$ cat config.mk
export PLATFORM = sky130hd
export DESIGN_NAME = flappy_game_ctrl
export DESIGN_NICKNAME = d
export VERILOG_FILES = /design/src/rtl/flappy_game_ctrl.sv
export SDC_FILE = /design/constraint.sdc
export NUM_CORES = 1
export LEC_CHECK = 0
export CORE_ASPECT_RATIO = 1.25
export CORE_UTILIZATION = 30
export CTS_CLUSTER_SIZE = 24
export DETAILED_ROUTE_END_ITERATION = 6
export GPL_TIMING_DRIVEN = 0
export PLACE_DENSITY_LB_ADDON = 0.15
export SYNTH_ARGS = -nofsm -noshare
export SYNTH_HDL_FRONTEND = slang
export SYNTH_SLANG_ARGS = --single-unit
$ cat constraint.sdc
create_clock -name clk -period 5 [get_ports clk]
set_input_delay 1 -clock clk [delete_from_list [all_inputs] [get_ports clk]]
set_output_delay 1 -clock clk [all_outputs]
set_load 0.05 [all_outputs]
$ cat src/rtl/flappy_game_ctrl.sv
//------------------------------------------------------------------------------
// Module      : flappy_game_ctrl
// Description : Frame-rate game engine for flappy-bird. Advances the bird,
//               three wrapping pipes, the score and the IDLE/PLAY/OVER/WIN
//               phase once per frame_tick. All outputs are registered.
//               Optional macro PIPE_COLLISION_EN: when defined, touching a
//               pipe ends the game; otherwise only ceiling/floor do.
// Revision    : 1.0 - initial release
//------------------------------------------------------------------------------
`default_nettype none

module flappy_game_ctrl #(
    parameter int BIRD_X       = 300,
    parameter int PIPE_SPEED   = 4,
    parameter int GRAVITY      = 1,
    parameter int FLAP_VEL     = 10,
    parameter int VMAX         = 12,
    parameter int PIPE_SPACING = 448,
    parameter int WIN_SCORE    = 10
) (
    input  logic        clk,
    input  logic        rst,
    input  logic        frame_tick,
    input  logic        btn_flap,
    input  logic        btn_start,
    output logic [11:0] bpos_x,
    output logic [11:0] bpos_y,
    output logic [11:0] pippos_x1,
    output logic [11:0] pippos_x2,
    output logic [11:0] pippos_x3,
    output logic [11:0] pippos_y1,
    output logic [11:0] pippos_y2,
    output logic [11:0] pippos_y3,
    output logic [3:0]  score,
    output logic        is_start,
    output logic        is_over,
    output logic        is_win
);

    localparam logic [1:0] c_IDLE = 2'd0;
    localparam logic [1:0] c_PLAY = 2'd1;
    localparam logic [1:0] c_OVER = 2'd2;
    localparam logic [1:0] c_WIN  = 2'd3;

    localparam logic [11:0]       c_Y_RST     = 12'd360;
    localparam logic [11:0]       c_Y_MIN     = 12'd50;
    localparam logic [11:0]       c_Y_MAX     = 12'd670;
    localparam logic [11:0]       c_PIPE_X0   = 12'd900;
    localparam logic [11:0]       c_BIRD_X    = 12'(BIRD_X);
    localparam logic [11:0]       c_SPEED     = 12'(PIPE_SPEED);
    localparam logic [11:0]       c_WRAP_ADD  = 12'(3 * PIPE_SPACING - PIPE_SPEED);
    localparam logic [11:0]       c_SCORE_X   = 12'(BIRD_X - 136);
    localparam logic signed [7:0] c_FLAP_VEL  = 8'(-FLAP_VEL);
    localparam logic signed [7:0] c_GRAVITY   = 8'(GRAVITY);
    localparam logic signed [7:0] c_VMAX      = 8'(VMAX);
    localparam logic [3:0]        c_WIN_SCORE = 4'(WIN_SCORE);
    localparam logic [15:0]       c_LFSR_SEED = 16'hACE1;

    logic [1:0]        r_state;
    logic              r_start_d, r_flap_d, r_start_rise, r_flap_rise;
    logic              r_flap_pend;
    logic [15:0]       r_lfsr;
    logic              r_eval;
    logic              r_clamp_hit;
    logic signed [7:0] r_vel;
    logic [11:0]       r_by;
    logic [11:0]       r_px [3];
    logic [11:0]       r_py [3];
    logic [3:0]        r_score;

    logic              w_play, w_step, w_reload, w_pipe_hit;
    logic signed [7:0] w_vel_grav, w_vel_next;
    logic signed [12:0] w_y_sum;
    logic [11:0]       w_y_next;
    logic              w_clamp;
    logic [8:0]        w_gap_r;
    logic [11:0]       w_gap_new;
    logic [11:0]       w_px_next [3];
    logic [11:0]       w_py_next [3];
    logic [2:0]        w_cross;
    logic [3:0]        w_score_next;

    assign w_play   = (r_state == c_PLAY);
    assign w_step   = frame_tick && w_play;
    assign w_reload = ((r_state == c_OVER) || (r_state == c_WIN)) && r_start_rise;

    // Bird physics: flap or gravity with terminal velocity, then clamp y
    always_comb begin
        w_vel_grav = r_vel + c_GRAVITY;
        if (r_flap_pend) begin
            w_vel_next = c_FLAP_VEL;
        end else if (w_vel_grav > c_VMAX) begin
            w_vel_next = c_VMAX;
        end else begin
            w_vel_next = w_vel_grav;
        end
        w_y_sum  = $signed({1'b0, r_by}) + $signed({{5{w_vel_next[7]}}, w_vel_next});
        w_clamp  = 1'b0;
        w_y_next = w_y_sum[11:0];
        if (w_y_sum < 13'sd50) begin
            w_y_next = c_Y_MIN;
            w_clamp  = 1'b1;
        end else if (w_y_sum > 13'sd670) begin
            w_y_next = c_Y_MAX;
            w_clamp  = 1'b1;
        end
    end

    // Pipe motion, wrap-around with a fresh random gap, and score crossing
    always_comb begin
        w_gap_r   = (r_lfsr[8:0] > 9'd460) ? (r_lfsr[8:0] - 9'd256) : r_lfsr[8:0];
        w_gap_new = 12'd160 + {3'b000, w_gap_r};
        for (int i = 0; i < 3; i++) begin
            if (r_px[i] < c_SPEED) begin
                w_px_next[i] = r_px[i] + c_WRAP_ADD;
                w_py_next[i] = w_gap_new;
            end else begin
                w_px_next[i] = r_px[i] - c_SPEED;
                w_py_next[i] = r_py[i];
            end
            w_cross[i] = (r_px[i] >= c_SCORE_X) && (w_px_next[i] < c_SCORE_X);
        end
        w_score_next = ((|w_cross) && (r_score != 4'hF)) ? (r_score + 4'd1) : r_score;
    end

`ifdef PIPE_COLLISION_EN
    logic signed [12:0] w_by_s;
    logic signed [12:0] w_dx  [3];
    logic signed [12:0] w_adx [3];
    logic signed [12:0] w_gy  [3];

    // Bird box overlaps a pipe column but lies outside its gap
    always_comb begin
        w_pipe_hit = 1'b0;
        w_by_s     = $signed({1'b0, r_by});
        for (int i = 0; i < 3; i++) begin
            w_dx[i]  = $signed({1'b0, c_BIRD_X}) - $signed({1'b0, r_px[i]});
            w_adx[i] = (w_dx[i] < 13'sd0) ? -w_dx[i] : w_dx[i];
            w_gy[i]  = $signed({1'b0, r_py[i]});
            if ((w_adx[i] < 13'sd136) &&
                (((w_by_s - 13'sd50) < (w_gy[i] - 13'sd100)) ||
                 ((w_by_s + 13'sd50) > (w_gy[i] + 13'sd100)))) begin
                w_pipe_hit = 1'b1;
            end
        end
    end
`else
    assign w_pipe_hit = 1'b0;
`endif

    // Button edge detection (registered pulses) and free-running LFSR
    always_ff @(posedge clk) begin
        if (rst) begin
            r_start_d    <= 1'b0;
            r_flap_d     <= 1'b0;
            r_start_rise <= 1'b0;
            r_flap_rise  <= 1'b0;
            r_lfsr       <= c_LFSR_SEED;
            r_eval       <= 1'b0;
        end else begin
            r_start_d    <= btn_start;
            r_flap_d     <= btn_flap;
            r_start_rise <= btn_start && !r_start_d;
            r_flap_rise  <= btn_flap && !r_flap_d;
            r_lfsr       <= {r_lfsr[14:0], r_lfsr[15] ^ r_lfsr[13] ^ r_lfsr[12] ^ r_lfsr[10]};
            r_eval       <= w_step;
        end
    end

    // Pending flap: one per frame, only meaningful while playing
    always_ff @(posedge clk) begin
        if (rst || !w_play) begin
            r_flap_pend <= 1'b0;
        end else if (frame_tick) begin
            r_flap_pend <= r_flap_rise;
        end else if (r_flap_rise) begin
            r_flap_pend <= 1'b1;
        end
    end

    // Game phase; collision/win are judged the cycle after the frame update
    always_ff @(posedge clk) begin
        if (rst) begin
            r_state <= c_IDLE;
        end else begin
            case (r_state)
                c_IDLE: if (r_start_rise) r_state <= c_PLAY;
                c_PLAY: begin
                    if (r_eval) begin
                        if (w_pipe_hit || r_clamp_hit) begin
                            r_state <= c_OVER;
                        end else if (r_score >= c_WIN_SCORE) begin
                            r_state <= c_WIN;
                        end
                    end
                end
                default: if (r_start_rise) r_state <= c_IDLE;
            endcase
        end
    end

    // Object state: reloaded on reset/restart, advanced once per PLAY frame
    always_ff @(posedge clk) begin
        if (rst || w_reload) begin
            r_vel       <= 8'sd0;
            r_by        <= c_Y_RST;
            r_score     <= 4'd0;
            r_clamp_hit <= 1'b0;
            for (int i = 0; i < 3; i++) begin
                r_px[i] <= c_PIPE_X0 + 12'(i * PIPE_SPACING);
                r_py[i] <= c_Y_RST;
            end
        end else if (w_step) begin
            r_vel       <= w_vel_next;
            r_by        <= w_y_next;
            r_score     <= w_score_next;
            r_clamp_hit <= w_clamp;
            for (int i = 0; i < 3; i++) begin
                r_px[i] <= w_px_next[i];
                r_py[i] <= w_py_next[i];
            end
        end
    end

    assign bpos_x    = c_BIRD_X;
    assign bpos_y    = r_by;
    assign pippos_x1 = r_px[0];
    assign pippos_x2 = r_px[1];
    assign pippos_x3 = r_px[2];
    assign pippos_y1 = r_py[0];
    assign pippos_y2 = r_py[1];
    assign pippos_y3 = r_py[2];
    assign score     = r_score;
    assign is_start  = (r_state != c_IDLE);
    assign is_over   = (r_state == c_OVER);
    assign is_win    = (r_state == c_WIN);

endmodule

`default_nettype wire

==> metrics.cfg, run 1 <==
[outcome]
status=complete, no violations

[timing]
setup_ws_ns=0.457
rsz0062_at_grt=no
fin_tns_setup_ns=0
fmax_ghz=0.220
hold_viol=0
post-route-min-period_ns=4.54
period_share_pct=90.9
setup_viol=0
slew_headroom_pct=32.2
tightestPinTransition_ns=1.01
skew_ns=0.00680
drv_slew=0

[power]
vdd_drop_max_mv=0.166
power_density_nw_per_um2=273
p_sw_share_pct=30.3
p_comb_share_pct=17.5
internal-power_mw=1.45
clkPwrFrac_pct=34.3
p_sw_mw=0.632
p_total_mw=2.09
power.leakage_nw=2.90
seq_power_share_pct=48.2

[cells_and_area]
multi_input_area_um2=3000
drive_gt1_share_pct=10.3
ff_latch_area_um2=2780
nFillCells=1965
nNetsFinal=768
n_antenna_cell=0
fin_cells=1006
area_delta_synth_final_pct=26.2

[synthesis]
async_flop_share_pct=0
synthTopCellsByArea=edfxtp_1, dfxtp_1, ha_1
syn_area_per_cell_um2=9.82
synth_edf_count=60
syn_inst=617
yosys_warnings=0
ys_ff_latch=109
synth_common_cells=edfxtp_1, nand2_1, dfxtp_1
seq_area_frac_synth_pct=45.9
yosysMostFrequentCell=edfxtp_1
synth_area_um2=6060
synth_top_area_share_pct=29.7
synthFlopType=edfxtp_1
synth_top_cell_by_area=edfxtp_1
synth_cell_type_count=75

[grt]
grt_pass1_wl_um=25200
grt_pass1_vias=4803
grt_use_total_pct=15.6
grt_antenna_before_repair=0
grt_overflow_total=0
grt_max_degree=32

[clock_tree]
postCtsSetupRepairBufs=0
ctsHtreeMaxLevel=3
numCtsBuffers=9
path_clk_slew_ns=0.08
clk-insertion-delay-late_ns=0.35
clock-root-buffer=clkbuf_16
cts.sinks=109
cts_tree=done
clk_path_buf_depth=2

[route]
vias=4911
drtAntennaViolNets=0
drt_iter0_markers=327
routed_wl_um=15600
wl_met3_um=543
dr_wl_met2_um=7590
viasPerCell=4.88
wl_per_cell_um=15.5
highest_layer=met4
wl_met1_um=7210
drtPass1Iterations=5
drcViolationCount=0

[place]
placed_cells=989
place_ws_ns=0.545
gp_congestion=0.885
dp_hpwl_um=11700
port_buffers=83

[critical_path]
cp_slowest_cell=or4_1
end_kind=flop
crit_chain=ha_1 -> nand3_1 -> nor3_1 -> a21oi_1 -> o21ai_0 -> a21o_1 -> nand2b_1 -> nand2b_1 -> ha_1 -> nor2b_4 -> o31a_4 -> or4_1 -> and4b_4 -> a311oi_1 -> o21ai_0 -> or2_2 -> a32o_1
worstSetupPathType=reg -> reg
cp-start-kind=flop
cp.required_ns=5.25
worstPathArrival_ns=4.80
slowest_delay_ns=0.47
crit_path_max_fanout=7

[floorplanning]
start_util_pct=30.9
design.core.area_um2=19600
core.rowCount=57
dieHeight_um=161
dieArea_um2=20800
die_w_um=129
io_pins=108

[flow_run]
max_cap_violations=0

[worst_hold_path]
hp-class=reg -> reg

per-layer routing:
| layer | up-vias | track usage (%) |
|---|---|---|
| met2 | 107 | 26.1 |
| met5 | - | 0 |
| met3 | 22 | 2.53 |
| li1 | 2446 | - |
| met1 | 2336 | 20.4 |
| met4 | 0 | 4.76 |
layout make-up:
type | count | share of cell area (%)
clock inverters | 7 | 0.982
inverters | 26 | 1.28
multi-input cells | 457 | 39.2
well taps | 265 | 4.34
flip-flops and latches | 109 | 36.4
clock buffers | 9 | 2.95
repair buffers | 86 | 11.3
plain buffers | 47 | 3.60
per-stage QoR:
stage / util (%) / hold slack (ns) / area [um^2]
after CTS: 38.9 / 0.389 / 7630
after global placement: 37.2 / 0.374 / 7300
after floorplan: - / 0.367 / 6140
final: 39.0 / 0.384 / 7650
after detailed placement: 37.4 / 0.378 / 7330
after global routing: 39.0 / 0.402 / 7650
registers in the layout, indices dropped and copies added, names as in the netlist:
name          flops
bpos_y           12
r_clamp_hit       1
r_eval            1
r_flap_d          1
r_flap_pend       1
r_flap_rise       1
r_lfsr           16
r_px             30
r_py             30
r_start_d         1
r_start_rise      1
r_state           2
r_vel             8
score             4
power by group through the flow:
stage | Clock (mW) | Combinational, mW | Sequential (mW)
2_1_floorplan | 0 | 0.204 | 1.09
3_3_place_gp | 0 | 0.358 | 1.03
3_5_place_dp | 0 | 0.364 | 1.03
4_1_cts | 0.742 | 0.365 | 1.01
5_1_grt | 0.773 | 0.397 | 1.01
6_report | 0.716 | 0.366 | 1.01
critical path: cells and delay by family, from the launching register on:
kind	cells	cell delay [ns]
adder cells (fa/ha/maj)	2	0.58
flip-flops	1	0.44
AND/OR/NAND/NOR	8	1.87
AO/OA/AOI/OAI	7	1.54
repair_timing:
item | 4_1_cts | 5_1_grt
gates resized for setup | 0 | 1
hold buffers | 0 | 0
setup endpoints to repair | 0 | 2
cells by family after synthesis:
logic type / share of synthesized area, %
compound gates: 17.6
xor+xnor: 3.76
flops: 45.9
fa+ha+maj: 5.70
simple gates: 19.9
buf+inv: 6.15
mux: 0.847
other cells: 0.124
cell usage in the layout (no fill, tap or decap), types with 4 or more instances in the layout:
cell	count
a21o_1	16
a21oi_1	38
a31oi_1	6
and2_1	7
and3_1	8
buf_4	26
clkbuf_1	19
clkbuf_16	9
clkdlybuf4s50_1	83
conb_1	24
dfxtp_1	49
edfxtp_1	60
ha_1	26
inv_1	25
mux2i_1	4
nand2_1	50
nand2b_1	8
nand3_1	15
nand3b_1	4
nand4_1	4
nor2_1	44
nor2b_1	17
nor3_1	14
nor3b_1	6
nor4b_1	4
o211ai_1	7
o21a_1	8
o21ai_0	24
or2_2	13
or3_1	6
or4_1	4
xnor2_1	18
xor2_1	8
path summary, 6_finish.rpt:
kind | start | to | slack (ns) | depth (start not counted)
max | r_vel[0]$_SDFFE_PP0P_ | bpos_y[7]$_SDFFE_PP0P_ | 0.46 | 17
min | r_flap_d$_SDFF_PP0_ | r_flap_rise$_SDFF_PP0_ | 0.38 | 1
max reg2reg | r_vel[0]$_SDFFE_PP0P_ | bpos_y[7]$_SDFFE_PP0P_ | 0.46 | 17
min reg2reg | r_flap_d$_SDFF_PP0_ | r_flap_rise$_SDFF_PP0_ | 0.38 | 1
Power figures use the tool's default switching activity.
==> run 2: changes to the inputs <==
PLACE_DENSITY_LB_ADDON = default   (was 0.15)
==> metrics.cfg, run 2 (same netlist as run 1, synthesis figures left out) <==
[outcome]
status=complete, no violations

[critical_path]
cp.required_ns=5.25
end_kind=flop
cp.buffers_inverters=0
worstPathArrival_ns=4.60
slowest_delay_ns=0.60
crit_chain=ha_1 -> nand3_1 -> nor3_1 -> a21oi_1 -> o21ai_0 -> a21o_1 -> nand2b_1 -> nand2b_1 -> ha_1 -> o21ai_0 -> nor3_1 -> o211ai_1 -> mux2i_1 -> nor2_1 -> o21ai_0 -> or2_2 -> a32o_1
worstSetupPathType=reg -> reg
cp_top_family=simple AND/OR/NAND/NOR gates
cp_slowest_cell=nor3_1
crit_path_max_fanout=7
cpMostUsedCell=o21ai_0
timing.rr.start=r_vel[0]$_SDFFE_PP0P_
r2r-end=bpos_y[7]$_SDFFE_PP0P_
r2r_setup_slack_ns=0.66
rr_worst_depth=17
cp-start-kind=flop

[floorplanning]
start_util_pct=30.9
dieArea_um2=20800
core.rowCount=57
dieHeight_um=161
io_pins=108
die_w_um=129
design.core.area_um2=19600

[timing]
hold_viol=0
fmax_ghz=0.230
fin_tns_setup_ns=0
tightestPinTransition_ns=1.28
setup_ws_ns=0.656
period_share_pct=86.9
slew_headroom_pct=14.6
post-route-min-period_ns=4.34
whs_ns=0.389
drv_slew=0
skew_ns=0.00873
setup_viol=0
rsz0062_at_grt=no

[place]
dp_hpwl_um=10900
place_area_um2=7330
port_buffers=83
place_ws_ns=0.659
gp_congestion=0.849

[cells_and_area]
n_antenna_cell=0
nFillCells=1957
nNetsFinal=767
area_delta_synth_final_pct=26.4
multi_input_area_um2=2990
final_common_cell=clkdlybuf4s50_1
fin_area_um2=7660
layout_common_cells=clkdlybuf4s50_1, edfxtp_1, nand2_1
drive_gt1_share_pct=10.0
ff_latch_area_um2=2780
reg_top3=r_px (30), r_py (30), r_lfsr (16)

[power]
seq_power_share_pct=47.0
power_density_nw_per_um2=279
clkPwrFrac_pct=36.2
p_comb_share_pct=16.7
power.leakage_nw=2.91
internal-power_mw=1.51
p_sw_share_pct=29.6
p_sw_mw=0.632
vdd_drop_max_mv=0.203

[worst_hold_path]
hold_depth=1
hp-start=r_flap_d$_SDFF_PP0_
hold_path_end=r_flap_rise$_SDFF_PP0_
hp-class=reg -> reg

[route]
routed_wl_um=14600
drtAntennaViolNets=0
wl_per_cell_um=14.5
drcViolationCount=0
vias=4787
drt_iter0_markers=298
drtPass1Iterations=4
viasPerCell=4.76

[clock_tree]
path_clk_slew_ns=0.08
clock-root-buffer=clkbuf_16
ctsHtreeMaxLevel=3
cts.sinks=109
cts-resized-gates=0
postCtsSetupRepairBufs=0
ctsHoldBuffers=0
cts_tree=done
clk_path_buf_depth=2
clk-insertion-delay-late_ns=0.36
numCtsBuffers=9

[grt]
grt_antenna_before_repair=0
grt_overflow_total=0
grt_pass1_vias=4553
grt_pass1_wl_um=23400
grt_use_total_pct=14.5
grt_max_degree=32

[flow_run]
max_cap_violations=0

## run 2: worst max path at each step
stage | startpoint | end | cells after the start
floorplan | r_vel[0]$_SDFFE_PP0P_ | bpos_y[3]$_SDFFE_PP1P_ | 17
global placement | r_vel[0]$_SDFFE_PP0P_ | bpos_y[7]$_SDFFE_PP0P_ | 17
detailed placement | r_vel[0]$_SDFFE_PP0P_ | bpos_y[7]$_SDFFE_PP0P_ | 17
CTS | r_vel[0]$_SDFFE_PP0P_ | bpos_y[7]$_SDFFE_PP0P_ | 17
global route | r_vel[0]$_SDFFE_PP0P_ | bpos_y[7]$_SDFFE_PP0P_ | 17
finish | r_vel[0]$_SDFFE_PP0P_ | bpos_y[7]$_SDFFE_PP0P_ | 17
## run 2: final cells by class
type	instances	area share, %
Buffer	47	3.59
Clock buffer	9	2.94
Clock inverter	7	1.40
Inverter	26	1.27
Multi-Input combinational cell	457	39.1
Sequential cell	109	36.3
Tap cell	265	4.33
Timing Repair Buffer	85	11.0
## run 2: worst register-to-register path, stage by stage, from the launching register on
cell	delay, ns
dfxtp_1	0.44
ha_1	0.24
nand3_1	0.18
nor3_1	0.18
a21oi_1	0.05
o21ai_0	0.18
a21o_1	0.17
nand2b_1	0.09
nand2b_1	0.18
ha_1	0.36
o21ai_0	0.15
nor3_1	0.60
o211ai_1	0.23
mux2i_1	0.18
nor2_1	0.26
o21ai_0	0.21
or2_2	0.31
a32o_1	0.25
## run 2: through the flow
stage	std cells	power, mW	util (%)
after floorplan	639	1.29	-
after global placement	987	1.38	37.2
after detailed placement	989	1.38	37.4
after CTS	1005	2.16	39.1
after global routing	1005	2.22	39.1
final	1005	2.14	39.1
## run 2: power groups by stage
stage	combinational [mW]	sequential, mW	clock [mW]
finish	0.357	1.01	0.775
global route	0.387	1.01	0.825
CTS	0.359	1.01	0.791
detailed placement	0.358	1.03	0
global placement	0.354	1.03	0
floorplan	0.204	1.09	0
## run 2: per-layer routing
layer / wire, um / global-route usage, %
met5: 0 / 0
met4: 216 / 4.44
met3: 563 / 2.20
met2: 6990 / 24.3
met1: 6830 / 19.0
==> run 3: changes to the inputs <==
DONT_BUFFER_PORTS = 1   (was default)
==> metrics.cfg, run 3 (same netlist as run 1, synthesis figures left out) <==
[power]
internal-power_mw=1.43
p_sw_share_pct=30.6
clkPwrFrac_pct=35.6
power_density_nw_per_um2=302
p_sw_mw=0.631
power.leakage_nw=2.58
seq_power_share_pct=52.3
vdd_drop_max_mv=0.165
p_comb_share_pct=12.1

[route]
wl_per_cell_um=15.6
drt_iter0_markers=239
drcViolationCount=0
drtAntennaViolNets=0
drtPass1Iterations=4
routed_wl_um=14400
vias=4564
viasPerCell=4.95

[grt]
grt_antenna_before_repair=0
grt_use_total_pct=14.2
grt_pass1_vias=4264
grt_max_degree=32
grt_overflow_total=0
grt_pass1_wl_um=23000

[place]
gp_congestion=0.809
placed_cells=906
port_buffers=0
dp_hpwl_um=10800

[worst_hold_path]
hold_depth=1
hp-class=reg -> reg

[timing]
skew_ns=0.0109
hold_viol=0
fmax_ghz=0.229
fin_tns_setup_ns=0
rsz0062_at_grt=no
tightestPinTransition_ns=1.26
setup_viol=0
post-route-min-period_ns=4.36
slew_headroom_pct=15.9
drv_slew=0
period_share_pct=87.2

[clock_tree]
numCtsBuffers=9
ctsHtreeMaxLevel=3
cts_tree=done
cts.sinks=109
path_clk_slew_ns=0.08
clock-root-buffer=clkbuf_16
ctsHoldBuffers=0
postCtsSetupRepairBufs=0
clk-insertion-delay-late_ns=0.36
cts-resized-gates=0
clk_path_buf_depth=2

[critical_path]
crit_path_max_fanout=7
r2r_setup_slack_ns=0.64
end_kind=flop
rr_worst_depth=17
worstSetupPathType=reg -> reg
cp-start-kind=flop
cp.required_ns=5.26
worstPathArrival_ns=4.62

[floorplanning]
io_pins=108
core.rowCount=57
dieHeight_um=161
die_w_um=129
start_util_pct=30.9
dieArea_um2=20800
design.core.area_um2=19600

[cells_and_area]
area_delta_synth_final_pct=12.5
fin_cells=922
nNetsFinal=684
n_antenna_cell=0
final_common_cell=edfxtp_1
drive_gt1_share_pct=11.3
layout_common_cells=edfxtp_1, nand2_1, dfxtp_1
reg_top3=r_px (30), r_py (30), r_lfsr (16)

[flow_run]
max_cap_violations=0

[outcome]
status=complete, no violations

-- run 3: changes by cell type in the layout (fill, tap and decap cells not counted), sizes merged --
cell and delta:
bufinv -1, clkdlybuf4s50 -83, inv +1
-- run 3: final timing paths --
| kind | from | to |
|---|---|---|
| min | r_flap_d$_SDFF_PP0_ | r_flap_rise$_SDFF_PP0_ |
| max reg2reg | r_vel[0]$_SDFFE_PP0P_ | bpos_y[7]$_SDFFE_PP0P_ |
| min reg2reg | r_flap_d$_SDFF_PP0_ | r_flap_rise$_SDFF_PP0_ |
| max | r_vel[0]$_SDFFE_PP0P_ | bpos_y[7]$_SDFFE_PP0P_ |
-- run 3: layout make-up --
type / instances / area, um^2
inverter: 26 / 97.6
multi-input combinational: 457 / 2990
fill: 1990 / 12800
buffer: 47 / 275
clock inverter: 7 / 93.8
clock buffer: 9 / 225
tap: 265 / 332
timing repair buffer: 2 / 15.0
sequential: 109 / 2780
-- run 3: worst max-delay path: stages, from the launching register on --
cell and delay [ns]:
dfxtp_1 0.43, ha_1 0.24, nand3_1 0.17, nor3_1 0.17
a21oi_1 0.06, o21ai_0 0.17, a21o_1 0.17, nand2b_1 0.10
nand2b_1 0.20, ha_1 0.36, o21ai_0 0.15, nor3_1 0.56
o211ai_1 0.24, mux2i_1 0.18, nor2_1 0.30, o21ai_0 0.21
or2_2 0.31, a32o_1 0.25
-- run 3: power groups by stage --
stage	logic, mW	registers, mW	clock network, mW
finish	0.250	1.08	0.733
global route	0.277	1.08	0.788
CTS	0.251	1.08	0.756
detailed placement	0.250	1.10	0
global placement	0.247	1.10	0
floorplan	0.204	1.09	0
-- run 3: routing by layer --
layer / vias to the layer above / global-route usage (%) / wire [um]
li1: 2284 / - / -
met1: 2119 / 17.2 / 6180
met2: 144 / 23.9 / 6960
met3: 17 / 4.40 / 1040
met4: 0 / 4.22 / 229
met5: - / 0 / 0
-- run 3: metrics by stage --
| step | hold WS (ns) | cell area (um^2) | power (mW) | util, % | worst slack, ns |
|---|---|---|---|---|---|
| finish | 0.389 | 6820 | 2.06 | 34.7 | 0.640 |
| global route | 0.405 | 6820 | 2.15 | 34.7 | 0.169 |
| CTS | 0.391 | 6820 | 2.08 | 34.7 | 0.632 |
| detailed placement | 0.378 | 6500 | 1.35 | 33.1 | 0.642 |
| global placement | 0.372 | 6470 | 1.34 | 33.0 | 0.669 |
| floorplan | 0.367 | 6140 | 1.29 | - | 1.08 |
